$ cat config.mk
export PLATFORM = sky130hd
export DESIGN_NAME = i2s_transmit
export DESIGN_NICKNAME = d
export VERILOG_FILES = /design/src/rtl/i2s_pkg.sv /design/src/rtl/i2s_clk_gen.sv /design/src/rtl/i2s_transmit.sv
export SDC_FILE = /design/constraint.sdc
export NUM_CORES = 1
export LEC_CHECK = 0
export ABC_AREA = 1
export CORE_ASPECT_RATIO = 0.9
export CORE_UTILIZATION = 40
export DETAILED_ROUTE_END_ITERATION = 7
export GPL_ROUTABILITY_DRIVEN = 1
export PLACE_DENSITY_LB_ADDON = 0.2
export SETUP_SLACK_MARGIN = 0.02
export SLEW_MARGIN = 20
export SYNTH_ARGS = -nofsm -noshare
export SYNTH_HDL_FRONTEND = slang
export SYNTH_SLANG_ARGS = --single-unit
$ cat constraint.sdc
create_clock -name S_AXIS_ACLK -period 2.4 [get_ports S_AXIS_ACLK]
set_clock_uncertainty 0.2 [all_clocks]
set_input_delay 0.48 -clock S_AXIS_ACLK [delete_from_list [all_inputs] [get_ports S_AXIS_ACLK]]
set_output_delay 0.48 -clock S_AXIS_ACLK [all_outputs]
set_load 0.02 [all_outputs]
$ cat src/rtl/i2s_pkg.sv
// Shared I2S definitions used by both transmit and receive sides.
package i2s_pkg;

    localparam int I2S_DATA_WIDTH = 32;
    localparam int I2S_SCK_DIV    = 8;
    localparam int FRAME_BITS     = 2 * I2S_DATA_WIDTH;

    typedef enum logic {
        LEFT  = 1'b0,
        RIGHT = 1'b1
    } slot_ptr_t;

endpackage

$ cat src/rtl/i2s_clk_gen.sv
// I2S bit-clock and word-select generator; also flags sck falls and the slot-1 load point.
module i2s_clk_gen
    import i2s_pkg::*;
#(
    parameter int DATA_WIDTH = I2S_DATA_WIDTH,
    parameter int SCK_DIV    = I2S_SCK_DIV
) (
    input  logic clk,
    input  logic rst_n,
    output logic sck,
    output logic ws,
    output logic fall_evt,
    output logic load_evt
);

    localparam int CNT_W = $clog2(SCK_DIV);
    localparam int BIT_W = $clog2(2 * DATA_WIDTH);

    logic [CNT_W-1:0] sck_cnt, sck_cnt_nxt;
    logic [BIT_W-1:0] bit_cnt, bit_cnt_nxt;

    always_comb begin
        fall_evt    = (sck_cnt == CNT_W'(SCK_DIV - 1));
        sck_cnt_nxt = fall_evt ? '0 : sck_cnt + 1'b1;
        bit_cnt_nxt = bit_cnt;
        if (fall_evt) begin
            bit_cnt_nxt = (bit_cnt == BIT_W'(2 * DATA_WIDTH - 1)) ? '0 : bit_cnt + 1'b1;
        end
        load_evt = fall_evt && (bit_cnt == '0);
    end

    // sck and ws are registered from the next-state counts so they move together with sd
    always_ff @(posedge clk) begin
        if (!rst_n) begin
            sck_cnt <= '0;
            bit_cnt <= '0;
            sck     <= 1'b0;
            ws      <= 1'b0;
        end else begin
            sck_cnt <= sck_cnt_nxt;
            bit_cnt <= bit_cnt_nxt;
            sck     <= (sck_cnt_nxt >= CNT_W'(SCK_DIV / 2));
            ws      <= (bit_cnt_nxt >= BIT_W'(DATA_WIDTH));
        end
    end

endmodule

$ cat src/rtl/i2s_transmit.sv
// I2S master transmitter: AXI4-Stream stereo words in, sck/ws/sd out, one frame buffered.
module i2s_transmit
    import i2s_pkg::*;
#(
    parameter int DATA_WIDTH = I2S_DATA_WIDTH,
    parameter int SCK_DIV    = I2S_SCK_DIV
) (
    input  logic                  S_AXIS_ACLK,
    input  logic                  S_AXIS_ARESETN,
    input  logic                  S_AXIS_TVALID,
    output logic                  S_AXIS_TREADY,
    input  logic [DATA_WIDTH-1:0] S_AXIS_TDATA,
    input  logic                  S_AXIS_TLAST,
    output logic                  sck,
    output logic                  ws,
    output logic                  sd,
    output logic                  underrun,
    output logic                  frame_err
);

    localparam int FW = 2 * DATA_WIDTH;

    logic                  fall_evt, load_evt;
    logic [DATA_WIDTH-1:0] buf_l, buf_r;
    logic [FW-1:0]         sh, sh_nxt;
    slot_ptr_t             ptr, ptr_nxt;
    logic                  full, full_nxt;
    logic                  accept, write_l, write_r;
    logic                  underrun_nxt, frame_err_nxt;

    i2s_clk_gen #(
        .DATA_WIDTH (DATA_WIDTH),
        .SCK_DIV    (SCK_DIV)
    ) u_clk_gen (
        .clk      (S_AXIS_ACLK),
        .rst_n    (S_AXIS_ARESETN),
        .sck      (sck),
        .ws       (ws),
        .fall_evt (fall_evt),
        .load_evt (load_evt)
    );

    assign S_AXIS_TREADY = S_AXIS_ARESETN && !full;
    assign accept        = S_AXIS_TVALID && S_AXIS_TREADY;
    assign sd            = sh[FW-1];

    always_comb begin
        ptr_nxt       = ptr;
        full_nxt      = full;
        write_l       = 1'b0;
        write_r       = 1'b0;
        frame_err_nxt = 1'b0;
        sh_nxt        = sh;
        underrun_nxt  = 1'b0;

        // The load looks at the pre-edge full; a frame completing this cycle waits one frame
        if (fall_evt) begin
            if (load_evt) begin
                sh_nxt       = full ? {buf_l, buf_r} : '0;
                underrun_nxt = !full;
                full_nxt     = 1'b0;
            end else begin
                sh_nxt = {sh[FW-2:0], 1'b0};
            end
        end

        if (accept) begin
            unique case (ptr)
                LEFT: begin
                    if (S_AXIS_TLAST) begin
                        frame_err_nxt = 1'b1;
                    end else begin
                        write_l = 1'b1;
                        ptr_nxt = RIGHT;
                    end
                end
                RIGHT: begin
                    write_r       = 1'b1;
                    full_nxt      = 1'b1;
                    ptr_nxt       = LEFT;
                    frame_err_nxt = !S_AXIS_TLAST;
                end
                default: ptr_nxt = LEFT;
            endcase
        end
    end

    always_ff @(posedge S_AXIS_ACLK) begin
        if (!S_AXIS_ARESETN) begin
            ptr       <= LEFT;
            full      <= 1'b0;
            sh        <= '0;
            underrun  <= 1'b0;
            frame_err <= 1'b0;
        end else begin
            ptr       <= ptr_nxt;
            full      <= full_nxt;
            sh        <= sh_nxt;
            underrun  <= underrun_nxt;
            frame_err <= frame_err_nxt;
        end
    end

    // Holding words are qualified by full, so they need no reset
    always_ff @(posedge S_AXIS_ACLK) begin
        if (write_l) buf_l <= S_AXIS_TDATA;
        if (write_r) buf_r <= S_AXIS_TDATA;
    end

endmodule

Word level (Yosys, flattened, before mapping)
Cells that the tools add are included.

word-level totals
  bits in registers = 143
  word-level logic and storage cells = 43
  input port bits = 36

operators by class
  add/sub/neg operators = 2
  $lt $le $gt $ge = 2
  equal/unequal tests = 2
  reductions and logical operators = 8
  multiplexer cells = 17
  bitwise logic cells = 1

operators with widths
  kind                   count
  $mux W64               2
  $mux W6                2
  $mux W1                10
  $add A6 B1 Y6 const B  1
  $eq A6 B6 Y1 const B   1
  $ge A6 B6 Y1 const B   1
  $logic_not A6 Y1       1
  $pmux W1 S2            2
  $add A3 B1 Y3 const B  1
  $eq A3 B3 Y1 const B   1
  $ge A3 B3 Y1 const B   1
  $logic_and A1 B1 Y1    3
  $mux W3                1
  $reduce_and A3 Y1      1
  $logic_not A1 Y1       2
  $reduce_and A2 Y1      1
  $not A1 Y1             1

Longest topological paths before layout
  word-level depth = 6
  depth in mapped cells = 9
  gate-level depth less buffers = 8

Modules after synthesis
Synthesis repeated with hierarchy kept, for this count alone.

unflattened totals
  cells, all modules = 504
  area total of the unflattened synthesis = 5273.8 um^2

modules (own cells, without submodules)
  module        area each (um^2)  times used  cells an instance
  i2s_transmit  4839.6            1           445
  i2s_clk_gen   434.2             1           59

Worst setup path before layout
OpenSTA, ideal clock, no wires.

  kind = input to register
  from = in S_AXIS_ARESETN
  to = reg buf_l[0], enable pin
  arrival time = 1.972 ns
  stages on the path = 7
  data required time = 1.813 ns
  path slack = -0.159 ns
  cell sequence = buf_2 > inv_1 > nor2_1 > nand2_1 > inv_1 > nand2_1 > inv_1

on the way
  word-level cells in the longest chain between the ends = 3

RTL lines
  what                  RTL line             RTL
  from (decl)           i2s_transmit.sv:9    input logic S_AXIS_ARESETN,
  $logic_and A1 B1 Y1   i2s_transmit.sv:43   assign S_AXIS_TREADY = S_AXIS_ARESETN && !full;
  via S_AXIS_TREADY     i2s_transmit.sv:11   output logic S_AXIS_TREADY,
  $logic_and A1 B1 Y1   i2s_transmit.sv:44   assign accept = S_AXIS_TVALID && S_AXIS_TREADY;
  $mux W1               i2s_transmit.sv:67   if (accept) begin
  via write_l           i2s_transmit.sv:28   logic accept, write_l, write_r;
  to (signal assigned)  i2s_transmit.sv:106  if (write_l) buf_l <= S_AXIS_TDATA;
  to (decl)             i2s_transmit.sv:24   logic [DATA_WIDTH-1:0] buf_l, buf_r;

The timed path passes the listed nets, and every way through them passes these cells.
A chain may end at the register's enable or synchronous reset.

Worst setup path after layout
  from = reg full
  to = out S_AXIS_TREADY

on the way
  word-level cells in the longest chain between the ends = 2

RTL lines
  what                    RTL line            RTL
  from (decl)             i2s_transmit.sv:27  logic full, full_nxt;
  from (signal assigned)  i2s_transmit.sv:97  full <= full_nxt;
  $logic_not A1 Y1        i2s_transmit.sv:43
  $logic_and A1 B1 Y1     i2s_transmit.sv:43
  to (decl)               i2s_transmit.sv:11

No other way between the ends.

==> metrics.log <==
INFO  metric rsz0062_at_grt = no
INFO  metric via_per_inst = 5.57
INFO  metric synthDistinctLibCells = 21
INFO  metric cts_max_path_buffers = 2
INFO  metric ios = 42
INFO  metric htreeDepth = 4
INFO  metric cts_root_buffer = sky130_fd_sc_hd__clkbuf_16
INFO  metric grt_antenna_before_repair = 0
INFO  metric total_leakage_power = 2.31 nW
INFO  metric vdd.ir_drop.worst = 0.466 mV
INFO  metric die_area = 14100 µm²
INFO  metric fraction_of_met2_tracks_used_by_global_routing = 0.270
INFO  metric synth_edf_count = 64
INFO  metric nNetsFinal = 580
INFO  metric grt-busiest-layer = met2
INFO  metric fillCellCount = 1207
INFO  metric dieWidth = 125 µm
INFO  metric synth_seq_cells = 142
INFO  metric groute.layer.met1.usage = 0.248
INFO  metric syn_to_final_growth = 20.5%
INFO  metric postSynthNetCount = 556
INFO  metric worstHoldPathType = flip-flop to flip-flop
INFO  metric postPlaceCellArea = 5990 µm²
INFO  metric post-route-period-util = 0.920
INFO  metric synth_area_leaders = sky130_fd_sc_hd__edfxtp_1, sky130_fd_sc_hd__dfxtp_1, sky130_fd_sc_hd__a21oi_1
INFO  metric setup_tns = 0 ns
INFO  metric fin_worst_hold_slack = 0.225 ns
INFO  metric synth_area = 5460 µm²
INFO  metric synth_largest_type_area_fraction = 0.352
INFO  metric detail_route.wirelength = 11800 µm
INFO  metric tritoncts.num_buffers = 17
INFO  metric synth-async-reset-ratio = 0
INFO  metric met3_usage = 0.0421
INFO  metric place_hpwl = 6420 µm
INFO  metric placeable_core_region = 13300 µm²
INFO  metric critPathMaxFanout = 2
INFO  metric rows = 40
INFO  metric routed_wire_length_per_instance = 16.5 µm
INFO  metric final.min_clock_period = 2.21 ns
INFO  metric antennaDiodeCount = 0
INFO  metric final_layout_size_suffix_gt1_frac = 0.0906
INFO  metric cts_hold_repair.buffers = 0
INFO  metric grt_pass1_vias = 3880
INFO  metric most_frequent_cells_after_synthesis = sky130_fd_sc_hd__a21oi_1, sky130_fd_sc_hd__dfxtp_1, sky130_fd_sc_hd__o21ai_0
INFO  metric cts_tree = built
INFO  metric yosys_warnings = 0
INFO  metric worst_setup_path_start_kind = flip-flop
INFO  metric timing.critical_path.arrival = 1.53 ns
INFO  metric timing_worst_setup_path_type = flip-flop to output port
INFO  metric crit_required = 1.72 ns
INFO  metric place.gp.congestion = 0.740
INFO  metric drt-initial-drc-count = 386
INFO  metric synth_largest_area_cell = sky130_fd_sc_hd__edfxtp_1
INFO  metric timing_hold_violations_final = 0
INFO  metric cap_violations = 0
INFO  metric clkSlewWorstSetupHoldPaths = 0.06 ns
INFO  metric setup_viol_count_final = 0
INFO  metric report.final.slew_viol_count = 0
INFO  metric numPortBuffers = 41
INFO  metric globalRoute.totalOverflow = 0
INFO  metric die_height = 113 µm
INFO  metric total_power = 5.34 mW
INFO  metric number_of_clock_sinks = 142
INFO  metric first_pass_iters = 6
INFO  metric yosysSeqAreaShare = 0.638
INFO  metric route.antenna.remaining_nets = 0
INFO  metric maxSlewHeadroom = 0.518
INFO  metric total_track_usage = 0.181
INFO  metric cts_setup_buffers = 0
INFO  metric postSynth.topFlopCell = sky130_fd_sc_hd__dfxtp_1
INFO  metric clock_insertion_delay_worst_skew = 0.41 ns
INFO  metric drc = 0
INFO  metric highest_attainable_clock_frequency = 453 MHz
INFO  metric initial_utilization = 0.410
INFO  metric synth_most_common_cell = sky130_fd_sc_hd__a21oi_1
INFO  metric critPathCaptureType = output port
INFO  metric postSynthAreaPerCell = 10.6 µm²
INFO  metric num_vias = 4007
INFO  metric grt_pass1_wl = 19900 µm
INFO  metric grt_max_degree = 73
INFO  metric max_slew.worst_pin.slew = 0.724 ns
INFO  metric p_per_area = 812 nW/µm²
INFO  metric status = finished clean
INFO  metric final_standard_cell_area_without_fillers = 6580 µm²
INFO  metric postSynthCellCount = 515
INFO  metric post_cts_resized = 0
INFO  metric regToRegSetupSlack = 0.41 ns
[worst max-delay path, cell delays in order (launching register included)]
cell and delay [ns]:
sky130_fd_sc_hd__dfxtp_2 0.31, sky130_fd_sc_hd__nor2_1 0.17, sky130_fd_sc_hd__clkdlybuf4s50_1 0.63
[flip-flops by register name, indices dropped and copies added (netlist names)]
name and count:
u_clk_gen.sck_cnt 3, buf_r 32, full 1, u_clk_gen.bit_cnt 6, buf_l 32, underrun 1
u_clk_gen.ws 1, sh 64, ptr 1, frame_err 1
[where the power goes]
group	leakage, nW	internal, mW	switching [mW]
Sequential	1.21	2.57	0.0130
Clock	0.279	1.62	0.972
Combinational	0.817	0.0790	0.0892
[cells in the final DEF (no fill, tap or decap), types with 8 or more instances in the layout]
cell type                         instances
sky130_fd_sc_hd__a21oi_1                131
sky130_fd_sc_hd__buf_4                    8
sky130_fd_sc_hd__edfxtp_1                64
sky130_fd_sc_hd__clkdlybuf4s50_1         40
sky130_fd_sc_hd__nor2_1                   9
sky130_fd_sc_hd__inv_1                   14
sky130_fd_sc_hd__nand2_1                 20
sky130_fd_sc_hd__o21ai_0                 68
sky130_fd_sc_hd__clkbuf_16               17
sky130_fd_sc_hd__nand4_1                 63
sky130_fd_sc_hd__dfxtp_1                 77
[cell type report]
cell class                 instances  area (µm²)  share of cell area
inverter                          17        71.3              0.0108
clock buffer                      20         437              0.0664
sequential                       142        3480               0.530
multi-input combinational        307        1660               0.253
clock inverter                    12         145              0.0221
tap                              168         210              0.0320
timing repair buffer              54         566              0.0860
[worst paths after layout]
check | startpoint | to | cells after the start
worst max register to register | u_clk_gen.sck_cnt[0] | sh[56] | 5
worst max-delay path | full | S_AXIS_TREADY | 2
worst min register to register | u_clk_gen.sck_cnt[0] | u_clk_gen.sck_cnt[0] | 1
worst min-delay path | u_clk_gen.sck_cnt[0] | u_clk_gen.sck_cnt[0] | 1
[per-stage QoR]
| step | instances | util | setup WS, ns |
|---|---|---|---|
| after floorplan | 515 | - | 0.114 |
| after global placement | 688 | 0.450 | 0.258 |
| after detailed placement | 688 | 0.450 | 0.254 |
| after CTS | 720 | 0.494 | 0.162 |
| after global routing | 720 | 0.494 | 0.131 |
| final | 720 | 0.494 | 0.193 |
[per-layer routing]
layer	part of all wire	wire length, µm
met3	0.048	570
met2	0.46	5500
met4	0.021	248
met1	0.47	5530
met5	0	0
[cells by family (layout without fill, tap and decap cells)]
family | count (synthesis) | after routing | synth area share
xor gates and xnor gates | 1 | 1 | 0.00161
AOI/OAI and AO/OA | 200 | 200 | 0.184
DFF | 142 | 142 | 0.638
buffers and inverters | 66 | 103 | 0.0598
and+or+nand+nor | 101 | 101 | 0.105
adders and majority gates | 5 | 5 | 0.0115
(Power assumes the default switching activity.)
==> RTL change: new RTL, same flow settings <==
Register the output `underrun` once more, without a reset; this adds one clock of latency there. The other outputs are not delayed to match.
--- a/src/rtl/i2s_transmit.sv
+++ b/src/rtl/i2s_transmit.sv
@@ -20,4 +20,6 @@
 
     localparam int FW = 2 * DATA_WIDTH;
+
+    logic underrun_s0;
 
     logic                  fall_evt, load_evt;
@@ -91,5 +93,5 @@
             full      <= 1'b0;
             sh        <= '0;
-            underrun  <= 1'b0;
+            underrun_s0 <= 1'b0;
             frame_err <= 1'b0;
         end else begin
@@ -97,5 +99,5 @@
             full      <= full_nxt;
             sh        <= sh_nxt;
-            underrun  <= underrun_nxt;
+            underrun_s0 <= underrun_nxt;
             frame_err <= frame_err_nxt;
         end
@@ -108,4 +110,8 @@
     end
 
+    always_ff @(posedge S_AXIS_ACLK) begin
+        underrun <= underrun_s0;
+    end
+
 endmodule
 
Function: changed (Yosys sat finds a counterexample within 10 cycles, from zero or initial values and one cycle with S_AXIS_ARESETN low).
==> RTL change against the original RTL <==
- count of clock-buffer cells in the layout rose by 7
- routed wire length rose by 0.60%
- hold slack got worse by 96 ps
- cell count rose by 0.56%
- fmax barely moved
- cell area rose by 0.53%
- total power rose by 0.91%
- worst setup slack got worse by 1.2 ps
- sequential share of layout area barely moved
- area after synthesis rose by 0.37%
- sequential cell count rose by 1
- critical path type unchanged
- critical endpoint unchanged
- largest cell class unchanged
==> RTL change: results (changes against the original RTL) <==
GRT Total Usage=0.177 (-0.00344); Synth area leaders=edfxtp_1 (35%), dfxtp_1 (29%), a21oi_1 (12%); drt pass-1 iters=5 (-1); WL met2=5610 um (+2.0%); met1 Usage GRT=0.239 (-0.00919); sequential share of the synthesized area=0.640 (+0.00132); DR iter-0 viols=337 (-13%); WL met3=553 um (-3.0%); RePlAce Congestion=0.771 (+4.2%); status=finished clean; Final Hold Slack=129 ps (-96.0 ps); Worst-Margin Slew=719 ps (-4.38 ps); post-layout net count=584 (+0.69%); Worst Hold End=underrun; Setup crit start=full; most common library cells after synthesis=a21oi_1 (131), dfxtp_1 (79), o21ai_0 (68); syn nets=557 (+0.18%); Post-Place Setup Slack=256 ps (+2.65 ps); clock share of power=0.487 (about the same); initial antenna violation count=0 (unchanged); vias in the first global route=3,792 (-2.3%); hold_sp=underrun_s0; first-pass GRT wire length=19,600 um (-1.5%); Placed Area=0.00601 mm2 (+0.29%); layout cells sized above 1=0.0953 (+0.00474); WL met1=5590 um (+1.2%); vias=4,017 (+0.25%); Peak VDD IR=0.509 mV (+9.2%); DIE WIDTH=125 um (+0.18%); crit path max-delay cell type=clkdlybuf4s50_1; switching share of power=0.191 (-0.0102); dpl hpwl=6490 um (+1.1%); Static Leak=2.34 nW (+1.6%); Worst R2R Path Depth=7 (+2); Synth Area in Compound Gates=0.183 (-0.000672); hold path depth=0 (-1); grt met3 use=0.0506 (+0.00851); Tcrit/Tclk final=0.920 (about the same); final wirelength=11,900 um (+0.60%); slack of the worst reg-to-reg path=390 ps (-20 ps); GRT met2 Usage=0.272 (+0.00186); Post-Synth Adder-Cell Area=0.0114 (-0.0000419)
-- RTL change: cell count changes in the layout (fill, tap and decap cells not counted), sizes merged --
| cell | change |
|---|---|
| bufinv | -1 |
| clkinvlp | -2 |
| buf | +3 |
| clkbuf | +7 |
| clkinv | -4 |
| dfxtp | +1 |
-- RTL change: final cells by class --
class / instances / area [um2] / area share
Tap cell: 168 / 210 / 0.0318
Clock buffer: 27 / 524 / 0.0793
Timing Repair Buffer: 57 / 563 / 0.0852
Sequential cell: 143 / 3500 / 0.530
Inverter: 17 / 71.3 / 0.0108
Multi-Input combinational cell: 307 / 1660 / 0.252
Clock inverter: 5 / 75.1 / 0.0114
-- RTL change: stage by stage --
step,instances,power [W]
final,724,0.00539
after global routing,724,0.00557
after detailed placement,692,0.00282
after global placement,692,0.00282
after floorplan,516,0.00271
after CTS,724,0.00545
